File: src/rtl/vga_fb_arbiter.sv
// Frame-buffer RAM arbiter: per-line prefetch FIFO with 2x scanout doubling, leftover slots to a pixel writer.
// Optional sticky starvation flag built only when VGA_FB_UNDERRUN_EN is defined.
module vga_fb_arbiter #(
  parameter int unsigned H_RES      = 320,
  parameter int unsigned V_RES      = 240,
  parameter int unsigned DATA_W     = 12,
  parameter int unsigned ADDR_W     = 17,
  parameter int unsigned FIFO_DEPTH = 8,
  parameter int unsigned H_TRIG     = 656
) (
  input  logic              clk,
  input  logic              rst_n,
  input  logic              pix_en,
  input  logic [10:0]       x,
  input  logic [10:0]       y,
  output logic [DATA_W-1:0] pix_rgb,
  input  logic              wr_req,
  input  logic [ADDR_W-1:0] wr_addr,
  input  logic [DATA_W-1:0] wr_data,
  output logic              wr_ack,
  output logic [ADDR_W-1:0] ram_addr,
  output logic              ram_we,
  output logic [DATA_W-1:0] ram_wdata,
  input  logic [DATA_W-1:0] ram_rdata,
  output logic              underrun
);

  localparam int unsigned PTR_W   = (FIFO_DEPTH > 1) ? $clog2(FIFO_DEPTH) : 1;
  localparam int unsigned CNT_W   = PTR_W + 1;
  localparam int unsigned REM_W   = $clog2(H_RES + 1);
  localparam int unsigned FB_SIZE = H_RES * V_RES;
  localparam logic [10:0] X_ACT   = 11'd640;
  localparam logic [10:0] Y_ACT   = 11'd480;
  localparam logic [10:0] Y_LAST  = 11'd524;
  localparam logic [10:0] X_TRIG  = 11'(H_TRIG);

  typedef enum logic {IDLE, FETCH} state_e;

  state_e              state_q, state_d;
  logic [ADDR_W-1:0]   fetch_addr_q, fetch_addr_d;
  logic [REM_W-1:0]    remaining_q, remaining_d;
  logic                inflight_q, inflight_d;
  logic                drop_q, drop_d;
  logic                run_q;
  logic [PTR_W-1:0]    rd_ptr_q, rd_ptr_d, wr_ptr_q, wr_ptr_d;
  logic [CNT_W-1:0]    count_q, count_d;
  logic [DATA_W-1:0]   fifo_mem [FIFO_DEPTH];
  logic [DATA_W-1:0]   pix_rgb_q, pix_rgb_d;
  logic [ADDR_W-1:0]   ram_addr_q, ram_addr_d;
  logic                ram_we_q, ram_we_d;
  logic [DATA_W-1:0]   ram_wdata_q, ram_wdata_d;

  logic [10:0]         ly;
  logic [CNT_W:0]      occupancy;
  logic                restart, active, fifo_empty, rd_issue, wr_issue, push, pop;
  logic [DATA_W-1:0]   head;

  // Request decode shared by arbitration, FIFO and scanout
  always_comb begin
    ly         = (y == Y_LAST) ? 11'd0 : y + 11'd1;
    restart    = pix_en && (x == X_TRIG) && (ly < Y_ACT);
    active     = pix_en && (x < X_ACT) && (y < Y_ACT);
    fifo_empty = (count_q == '0);
    occupancy  = {1'b0, count_q} + (CNT_W+1)'(inflight_q);
    rd_issue   = (state_q == FETCH) && (occupancy < (CNT_W+1)'(FIFO_DEPTH));
    wr_issue   = run_q && !rd_issue && wr_req;
    push       = inflight_q && !drop_q && !restart;
    pop        = active && x[0] && !fifo_empty && !restart;
    head       = fifo_mem[rd_ptr_q];
  end

  // Next-state: fetch FSM, RAM port, FIFO pointers, scanout pixel
  always_comb begin
    state_d      = state_q;
    fetch_addr_d = fetch_addr_q;
    remaining_d  = remaining_q;
    inflight_d   = rd_issue;
    drop_d       = restart && rd_issue;
    ram_addr_d   = ram_addr_q;
    ram_we_d     = 1'b0;
    ram_wdata_d  = ram_wdata_q;
    rd_ptr_d     = rd_ptr_q;
    wr_ptr_d     = wr_ptr_q;
    count_d      = count_q;
    pix_rgb_d    = pix_rgb_q;

    if (rd_issue) begin
      ram_addr_d   = fetch_addr_q;
      fetch_addr_d = fetch_addr_q + ADDR_W'(1);
      remaining_d  = remaining_q - REM_W'(1);
      if (remaining_q == REM_W'(1)) state_d = IDLE;
    end else if (wr_issue) begin
      ram_addr_d  = wr_addr;
      ram_wdata_d = wr_data;
      ram_we_d    = (wr_addr < ADDR_W'(FB_SIZE));
    end

    // A new line start discards everything queued or in flight for the old one
    if (restart) begin
      fetch_addr_d = ADDR_W'(ly >> 1) * ADDR_W'(H_RES);
      remaining_d  = REM_W'(H_RES);
      state_d      = FETCH;
      rd_ptr_d     = '0;
      wr_ptr_d     = '0;
      count_d      = '0;
    end else begin
      if (push) wr_ptr_d = wr_ptr_q + PTR_W'(1);
      if (pop)  rd_ptr_d = rd_ptr_q + PTR_W'(1);
      count_d = count_q + CNT_W'(push) - CNT_W'(pop);
    end

    if (pix_en) pix_rgb_d = (active && !fifo_empty) ? head : '0;
  end

  always_ff @(posedge clk or negedge rst_n) begin
    if (!rst_n) begin
      state_q      <= IDLE;
      fetch_addr_q <= '0;
      remaining_q  <= '0;
      inflight_q   <= 1'b0;
      drop_q       <= 1'b0;
      run_q        <= 1'b0;
      rd_ptr_q     <= '0;
      wr_ptr_q     <= '0;
      count_q      <= '0;
      pix_rgb_q    <= '0;
      ram_addr_q   <= '0;
      ram_we_q     <= 1'b0;
      ram_wdata_q  <= '0;
    end else begin
      state_q      <= state_d;
      fetch_addr_q <= fetch_addr_d;
      remaining_q  <= remaining_d;
      inflight_q   <= inflight_d;
      drop_q       <= drop_d;
      run_q        <= 1'b1;
      rd_ptr_q     <= rd_ptr_d;
      wr_ptr_q     <= wr_ptr_d;
      count_q      <= count_d;
      pix_rgb_q    <= pix_rgb_d;
      ram_addr_q   <= ram_addr_d;
      ram_we_q     <= ram_we_d;
      ram_wdata_q  <= ram_wdata_d;
    end
  end

  // FIFO storage needs no reset; occupancy is tracked by count_q
  always_ff @(posedge clk) begin
    if (push) fifo_mem[wr_ptr_q] <= ram_rdata;
  end

`ifdef VGA_FB_UNDERRUN_EN
  logic underrun_q;

  always_ff @(posedge clk or negedge rst_n) begin
    if (!rst_n)                    underrun_q <= 1'b0;
    else if (active && fifo_empty) underrun_q <= 1'b1;
  end

  assign underrun = underrun_q;
`else
  assign underrun = 1'b0;
`endif

  // Ack is combinational so the writer can stream one pixel per free slot
  assign wr_ack    = wr_issue;
  assign pix_rgb   = pix_rgb_q;
  assign ram_addr  = ram_addr_q;
  assign ram_we    = ram_we_q;
  assign ram_wdata = ram_wdata_q;

endmodule

File: config.mk
export PLATFORM = sky130hd
export DESIGN_NAME = vga_fb_arbiter
export DESIGN_NICKNAME = d
export VERILOG_FILES = /design/src/rtl/vga_fb_arbiter.sv
export SDC_FILE = /design/constraint.sdc
export NUM_CORES = 1
export LEC_CHECK = 0
export CORE_MARGIN = 3
export CORE_UTILIZATION = 50
export CTS_CLUSTER_SIZE = 12
export DETAILED_ROUTE_END_ITERATION = 7
export HOLD_SLACK_MARGIN = 0.08
export PLACE_DENSITY = 0.73
export SLEW_MARGIN = 5
export SYNTH_ARGS = -nofsm -noshare
export SYNTH_HDL_FRONTEND = slang
export SYNTH_SLANG_ARGS = --single-unit
File: constraint.sdc
create_clock -name clk -period 4.7 [get_ports clk]
set_input_delay 0.94 -clock clk [delete_from_list [all_inputs] [get_ports clk]]
set_output_delay 0.94 -clock clk [all_outputs]
set_load 0.005 [all_outputs]
### Word-level counts from Yosys, hierarchy flattened

Memory sizes are Yosys's and may differ from the RTL's.
Index checks and enable logic that the tools add are counted.

* bits of input ports: 67
* output and inout port bits: 44
* bits in writable memories: 96
* memories: 1
* flip-flop bits (word level): 82
* logic and storage cells: 78

Memory list
* fifo_mem: words 8, bits a word 12, rd ports 1, clocked after Yosys merged registers in 0, wr ports 1, line 47 `logic [DATA_W-1:0] fifo_mem [FIFO_DEPTH];`

* magnitude comparators: 5
* add/sub/neg operators: 8
* bitwise operators: 1
* equal/unequal tests: 3
* multiply operators: 1
* multiplexer cells: 20
* reduce and logical (&&, ||, !) cells: 26

Operator list (count)
* 17-bit 2-to-1 mux: 4
* 11-bit by 10-bit equality test with 1-bit output, second input constant: 2
* 11-bit by 9-bit less-than comparator with 1-bit output, second input constant: 2
* 9-bit 2-to-1 mux: 2
* 17-bit by 1-bit adder with 17-bit output, second input constant: 1
* 17-bit less-than comparator, second input constant: 1
* 1-bit logical AND: 14
* 12-bit 2-to-1 mux: 1
* 3-bit 2-to-1 mux: 4
* 11-bit by 1-bit adder with 11-bit output, second input constant: 1
* 11-bit by 10-bit less-than comparator with 1-bit output, second input constant: 1
* 10-bit by 3-bit multiplier with 11-bit output, second input constant: 1
* 11-bit 2-to-1 mux: 1
* 2-bit nonzero test: 5
* 9-bit by 1-bit equality test with 1-bit output, second input constant: 1
* 9-bit by 1-bit subtractor with 9-bit output, second input constant: 1
* 1-bit 2-to-1 mux: 7
* 3-bit by 1-bit adder with 3-bit output, second input constant: 2
* 4-bit by 1-bit adder with 5-bit output: 1
* 5-bit by 4-bit less-than comparator with 1-bit output, second input constant: 1
* 4-bit by 1-bit adder with 4-bit output: 1
* 1-bit logical NOT: 4
* 4-bit logical NOT: 1
* 4-bit 2-to-1 mux: 1
* 3 further kinds: 4

### Longest topological paths before layout

* depth in word-level cells: 9
* depth in mapped cells: 16
* gate-level depth less buffers: 14

### Least setup slack after synthesis

OpenSTA, ideal clock, no wires.

* kind: input -> register
* start: in y[5]
* end: mem fifo_mem[4][0], enable pin
* data arrival time: 3.517 ns
* stages: 7
* setup slack: 0.770 ns
* cell sequence: buf_4 nand4_1 or4_1 a21oi_2 nor3_1 buf_2 nor4_1

* cells in the longest elaborated chain, start to end: 8
* elaborated cells between the ends (all ways): 9
* classes of those cells: add/sub (1); order compare (1); eq/ne (1); mux (3); reduce/logical (3)

RTL lines
* from (decl): line 15 `input logic [10:0] y,`
* 11-bit by 1-bit adder with 11-bit output / 11-bit by 10-bit equality test with 1-bit output (equally long branches): line 60 `ly = (y == Y_LAST) ? 11'd0 : y + 11'd1;`
* 11-bit 2-to-1 mux (*): line 60
* 11-bit by 9-bit less-than comparator with 1-bit output (*): line 61 `restart = pix_en && (x == X_TRIG) && (ly < Y_ACT);`
* 1-bit logical AND (*): line 61
* 1-bit logical NOT (*): line 67 `push = inflight_q && !drop_q && !restart;`
* 1-bit logical AND (*): line 67
* 1-bit 2-to-1 mux (*): line 149 `if (push) fifo_mem[wr_ptr_q] <= ram_rdata;`
* 1-bit 2-to-1 mux (implied by the code) (*): line 149
* to (decl): line 47

Every way passes the cells marked *; elsewhere a longest branch is shown, timed or not.

### Worst setup path after layout

* start: in y[6]
* end: reg fetch_addr_q[16]

* cells in the longest elaborated chain, start to end: 5
* elaborated cells between the ends (all ways): 8
* classes of those cells: add/sub (1); mul (1); order compare (1); eq/ne (1); mux (2); reduce/logical (2)

RTL lines
* 11-bit by 1-bit adder with 11-bit output / 11-bit by 10-bit equality test with 1-bit output (equally long branches): line 60
* 11-bit 2-to-1 mux (*): line 60
* branches (longest 3 deep; another with 10-bit by 3-bit multiplier with 11-bit output)
* to (signal assigned): line 132 `fetch_addr_q <= fetch_addr_d;`
* to (decl): line 40 `logic [ADDR_W-1:0] fetch_addr_q, fetch_addr_d;`

Mark *: on every way between the ends.
A chain may end at the register's enable or synchronous reset.

==> summary.md <==
| Metric | Value |
|---|---|
| Number of rows created at floorplan | `between 40 and 50` |
| Worst skew pair latency | `between 400 and 500 ps` |
| TritonCTS clock tree | `done` |
| Bufs on Longest Clock Path | `2` |
| Run status | `finished clean` |
| CP endpoint kind | `flop` |
| Total via count after detailed routing | `5,402` |
| CP Launch Type | `input port` |
| Mean Syn Cell Area | `about 14 sq um` |
| Clock Power Share | `a little under a quarter` |
| Core Box Area | `roughly 16,000 sq um` |
| Setup tns final | `0 ps` |
| Worst path buffer plus inverter count | `1` |
| Overflow after GRT | `0` |
| I/O pins | `between 100 and 150` |
| Post-route insts no fill | `950` |
| Total of buffers placed on input and output ports | `109` |
| Combinational fraction of design power | `about a third` |
| Maximum ir drop on the vdd rail | `about 0.35 mV` |
| Number of antenna violations at the first check in global routing | `0` |
| Number of enable-type register cells in the synthesized netlist | `between 90 and 100` |
| Number of global-route vias before repair | `roughly 5,600` |
| Layout cell share with drive strength beyond 1 | `between 10% and 20%` |
| Syn Nets | `about 710` |
| Final wirelength | `between 15 and 20 mm` |
| Worst reg-to-reg setup slack | `1800 ps` |
| CP cell instances | `clkdlybuf4s50_1 -> nand4_1 -> or4_1 -> a21oi_2 -> ha_1 -> ha_1 -> nor3_1 -> nor2_1 -> a21o_1 -> a2111oi_0 -> a31oi_1` |
| CTS H-Tree Depth | `4` |
| Net Switching | `between 1500 and 2000 uW` |
| Final critical-path share of the clock period | `roughly 90%` |
| # fillers | `between 1,000 and 1,500` |
| Root buf cell | `clkbuf_16` |
| Total number of nets in the final design | `820` |
| Setup violators final | `0` |
| Sequential group share of total power | `42.5%` |
| Total power divided by cell area | `539.3 nW/um^2` |
| Horizontal extent of the die | `about 140 um` |
| Die outline height | `between 100 and 150 um` |
| Count of endpoints failing hold in the final timing report | `0` |
| Detail-routed via count per cell | `5.686` |
| Ys flop type | `edfxtp_1` |
| Count of clock tree sinks | `approximately 180` |
| First-pass GRT wire length | `28.35 mm` |
| Number of instances in the synthesized netlist | `around 620` |
| Proportion of synthesized chip area in sequential cells | `about three fifths` |
| DRC violation count after routing | `0` |
| Final routed wire length divided by cell count | `between 15 and 20 um` |
| Number of design-rule violations left by the first detailed-router iteration | `approximately 410` |
| Setup repair after global routing missed its margin | `no` |
| Count of hold buffers inserted by post-cts repair | `0` |
| Worst-case hold slack | `approximately 500 ps` |
| Total Routing Usage GR | `19.83%` |
| Pre-antenna DRT Iters | `4` |
| Internal portion of total power | `3764 uW` |
| Max Freq | `242.0 MHz` |
| Register clock-pin slew on the reported worst setup and hold paths | `approximately 70 ps` |
| PostCTS Resize Cnt | `0` |
| Remaining antenna violation count after routing | `0` |
| Worst-case clock skew | `~12 ps` |
| Number of flip-flops and latches in the synthesized netlist | `178` |
| Type of the setup path with the least slack | `input port to flop` |
| Total CTS buffers | `17` |
| Type of the tightest min-delay check | `flop to flop` |
| Critical path required time | `a little under 5000 ps` |
| Post-synthesis instance area | `8389 sq um` |
| Actual slew at the worst max-slew pin | `between 1000 and 1500 ps` |
| Highest net fanout along the worst path | `7` |
| Final-report max-slew violation count | `0` |
| Final estimated routing congestion in global placement | `roughly 0.83` |
| Leakage power | `~0.0039 uW` |
| Worst max-slew margin expressed relative to the limit | `between 10% and 20%` |
| Setup bufs post-CTS | `0` |
| Maximum number of pins on one net before global-route repair | `83` |
| CP max stage delay | `around 630 ps` |
| Area occupied by multi-input gates | `approximately 3300 sq um` |
| Initial cell density of the core | `51.87%` |
| Placed instance count | `just over 900` |
| CP top delay family | `compound AO/OA/AOI/OAI gates` |
| P&R area growth vs syn | `23.36%` |
| Critical Path Slowest Stage Cell | `clkdlybuf4s50_1` |
| Distinct cell type count of the synthesized netlist | `58` |
| Fin crit period | `around 4100 ps` |
| Async set or reset register ratio after synthesis | `46.07%` |
| Cell mode on critical path | `ha_1` |
| Number of inserted diodes | `0` |
| Estimated wirelength of the detail-placed design | `about 12 mm` |
| Yosys synthesis warning count | `0` |
| Area taken by flip-flops and latches | `4935 sq um` |
| Die area | `roughly 18,000 sq um` |
| Arrival time reported for the critical path endpoint | `about 4400 ps` |
| Switching share of total power | `~33%` |
| Number of max-capacitance violations reported | `0` |
[layer usage]
metal | vias up | wire length, um | global-route usage (%) | share of wire, %
met3 | 23 | 804 | 4.086 | 4.6
li1 | 2532 | - | - | -
met5 | - | 0 | 0 | 0
met4 | 0 | 359 | 6.663 | 2.1
met1 | 2676 | 7435 | 25.37 | 42
met2 | 171 | 8902 | 33.96 | 51
[cell families after synthesis]
| kind of cell | after synthesis | synth area share [%] |
|---|---|---|
| buf+inv | 64 | 3.326 |
| other cells | 2 | 0.08952 |
| simple gates | 142 | 9.202 |
| xor+xnor | 36 | 3.758 |
| fa+ha+maj | 31 | 4.802 |
| flops | 178 | 58.82 |
| mux | 76 | 12.98 |
| compound gates | 87 | 7.025 |
[layout make-up]
cell class	instances	share of cell area, %
Sequential cell	178	47.68
Multi-Input combinational cell	374	31.93
Timing Repair Buffer	119	11.24
Clock buffer	18	4.147
Tap cell	216	2.612
Clock inverter	13	1.221
Inverter	32	1.161
[synth_stat cells (3+ instances only)]
cell	instances	area share, %
ha_1	29	4.3
and4_1	3	0.31
a21o_1	4	0.36
a21oi_1	26	1.6
mux4_2	24	6.4
o211ai_1	5	0.45
nand4_1	5	0.37
o2111ai_1	18	1.9
xnor2_1	20	2.1
or4_1	3	0.27
or3_1	4	0.30
nand2_1	17	0.76
o21ai_0	7	0.42
clkbuf_1	20	0.89
nor4_1	11	0.82
nor4b_1	5	0.52
edfxtp_1	96	34
mux2i_1	33	3.9
dfrtp_1	82	24
nand3_1	12	0.72
nor2_1	47	2.1
mux2_2	18	2.4
buf_1	3	0.13
o31ai_1	4	0.36
or2_2	3	0.22
nor3_1	5	0.30
and3_1	8	0.60
xor2_1	16	1.7
and2_1	5	0.37
nand2b_1	4	0.30
buf_2	4	0.24
inv_1	31	1.4
o22ai_1	12	0.89
[power groups by stage]
stage          clock network (uW)  logic, uW  registers, uW
6_report                     1320       1890           2370
5_1_grt                      1410       2110           2430
4_1_cts                      1350       1920           2370
3_5_place_dp                    0       1910           2400
2_1_floorplan                   0       1230           2300
3_3_place_gp                    0       1850           2370
[state kept, by name, summed over array words and instances, names as in the netlist]
| register | cells |
|---|---|
| count_q | 4 |
| drop_q | 1 |
| ram_we | 1 |
| ram_addr | 17 |
| remaining_q | 9 |
| fifo_mem | 96 |
| wr_ptr_q | 3 |
| rd_ptr_q | 3 |
| inflight_q | 1 |
| ram_wdata | 12 |
| pix_rgb | 12 |
| fetch_addr_q | 17 |
| run_q | 1 |
| state_q | 1 |
[final timing paths]
check | startpoint | endpoint | cells after the start
worst max-delay path | y[6] | fetch_addr_q[16]$_DFFE_PN0P_ | 11
worst min-delay path | ram_wdata[9]$_DFFE_PN0P_ | ram_wdata[9]$_DFFE_PN0P_ | 1
worst max register to register | count_q[2]$_DFF_PN0_ | count_q[2]$_DFF_PN0_ | 12
worst min register to register | ram_wdata[9]$_DFFE_PN0P_ | ram_wdata[9]$_DFFE_PN0P_ | 1
max in group asynchronous | rst_n | pix_rgb[9]$_DFFE_PN0P_ | 1
min in group asynchronous | rst_n | ram_addr[6]$_DFFE_PN0P_ | 1
[per-stage QoR]
stage / power [uW] / util, % / area, sq um / setup slack, ps
6_report: 5581 / 63.99 / 10350 / 567.2
3_3_place_gp: 4226 / 60.55 / 9793 / 333.9
3_5_place_dp: 4311 / 60.55 / 9793 / 237.9
4_1_cts: 5648 / 63.99 / 10350 / 664.4
2_1_floorplan: 3533 / - / 8389 / 770.4
5_1_grt: 5952 / 63.99 / 10350 / 409.8
[layout by cell type, fill, tap and decap left out, drive strengths merged, types with 6 or more instances in the layout]
cell	netlist	layout
clkdlybuf4s50	0	108
o22ai	12	12
buf	12	11
nand2	17	17
clkinv	0	6
inv	32	38
nor2	47	47
o21ai	7	7
xor2	16	16
xnor2	20	20
mux2i	33	33
and3	8	8
edfxtp	96	96
a21oi	27	27
nand3	12	12
dfrtp	82	82
mux2	19	19
mux4	24	24
ha	29	29
clkbuf	20	18
nor4	12	12
o2111ai	18	18
Note: power is estimated with default switching activity, not from simulation.
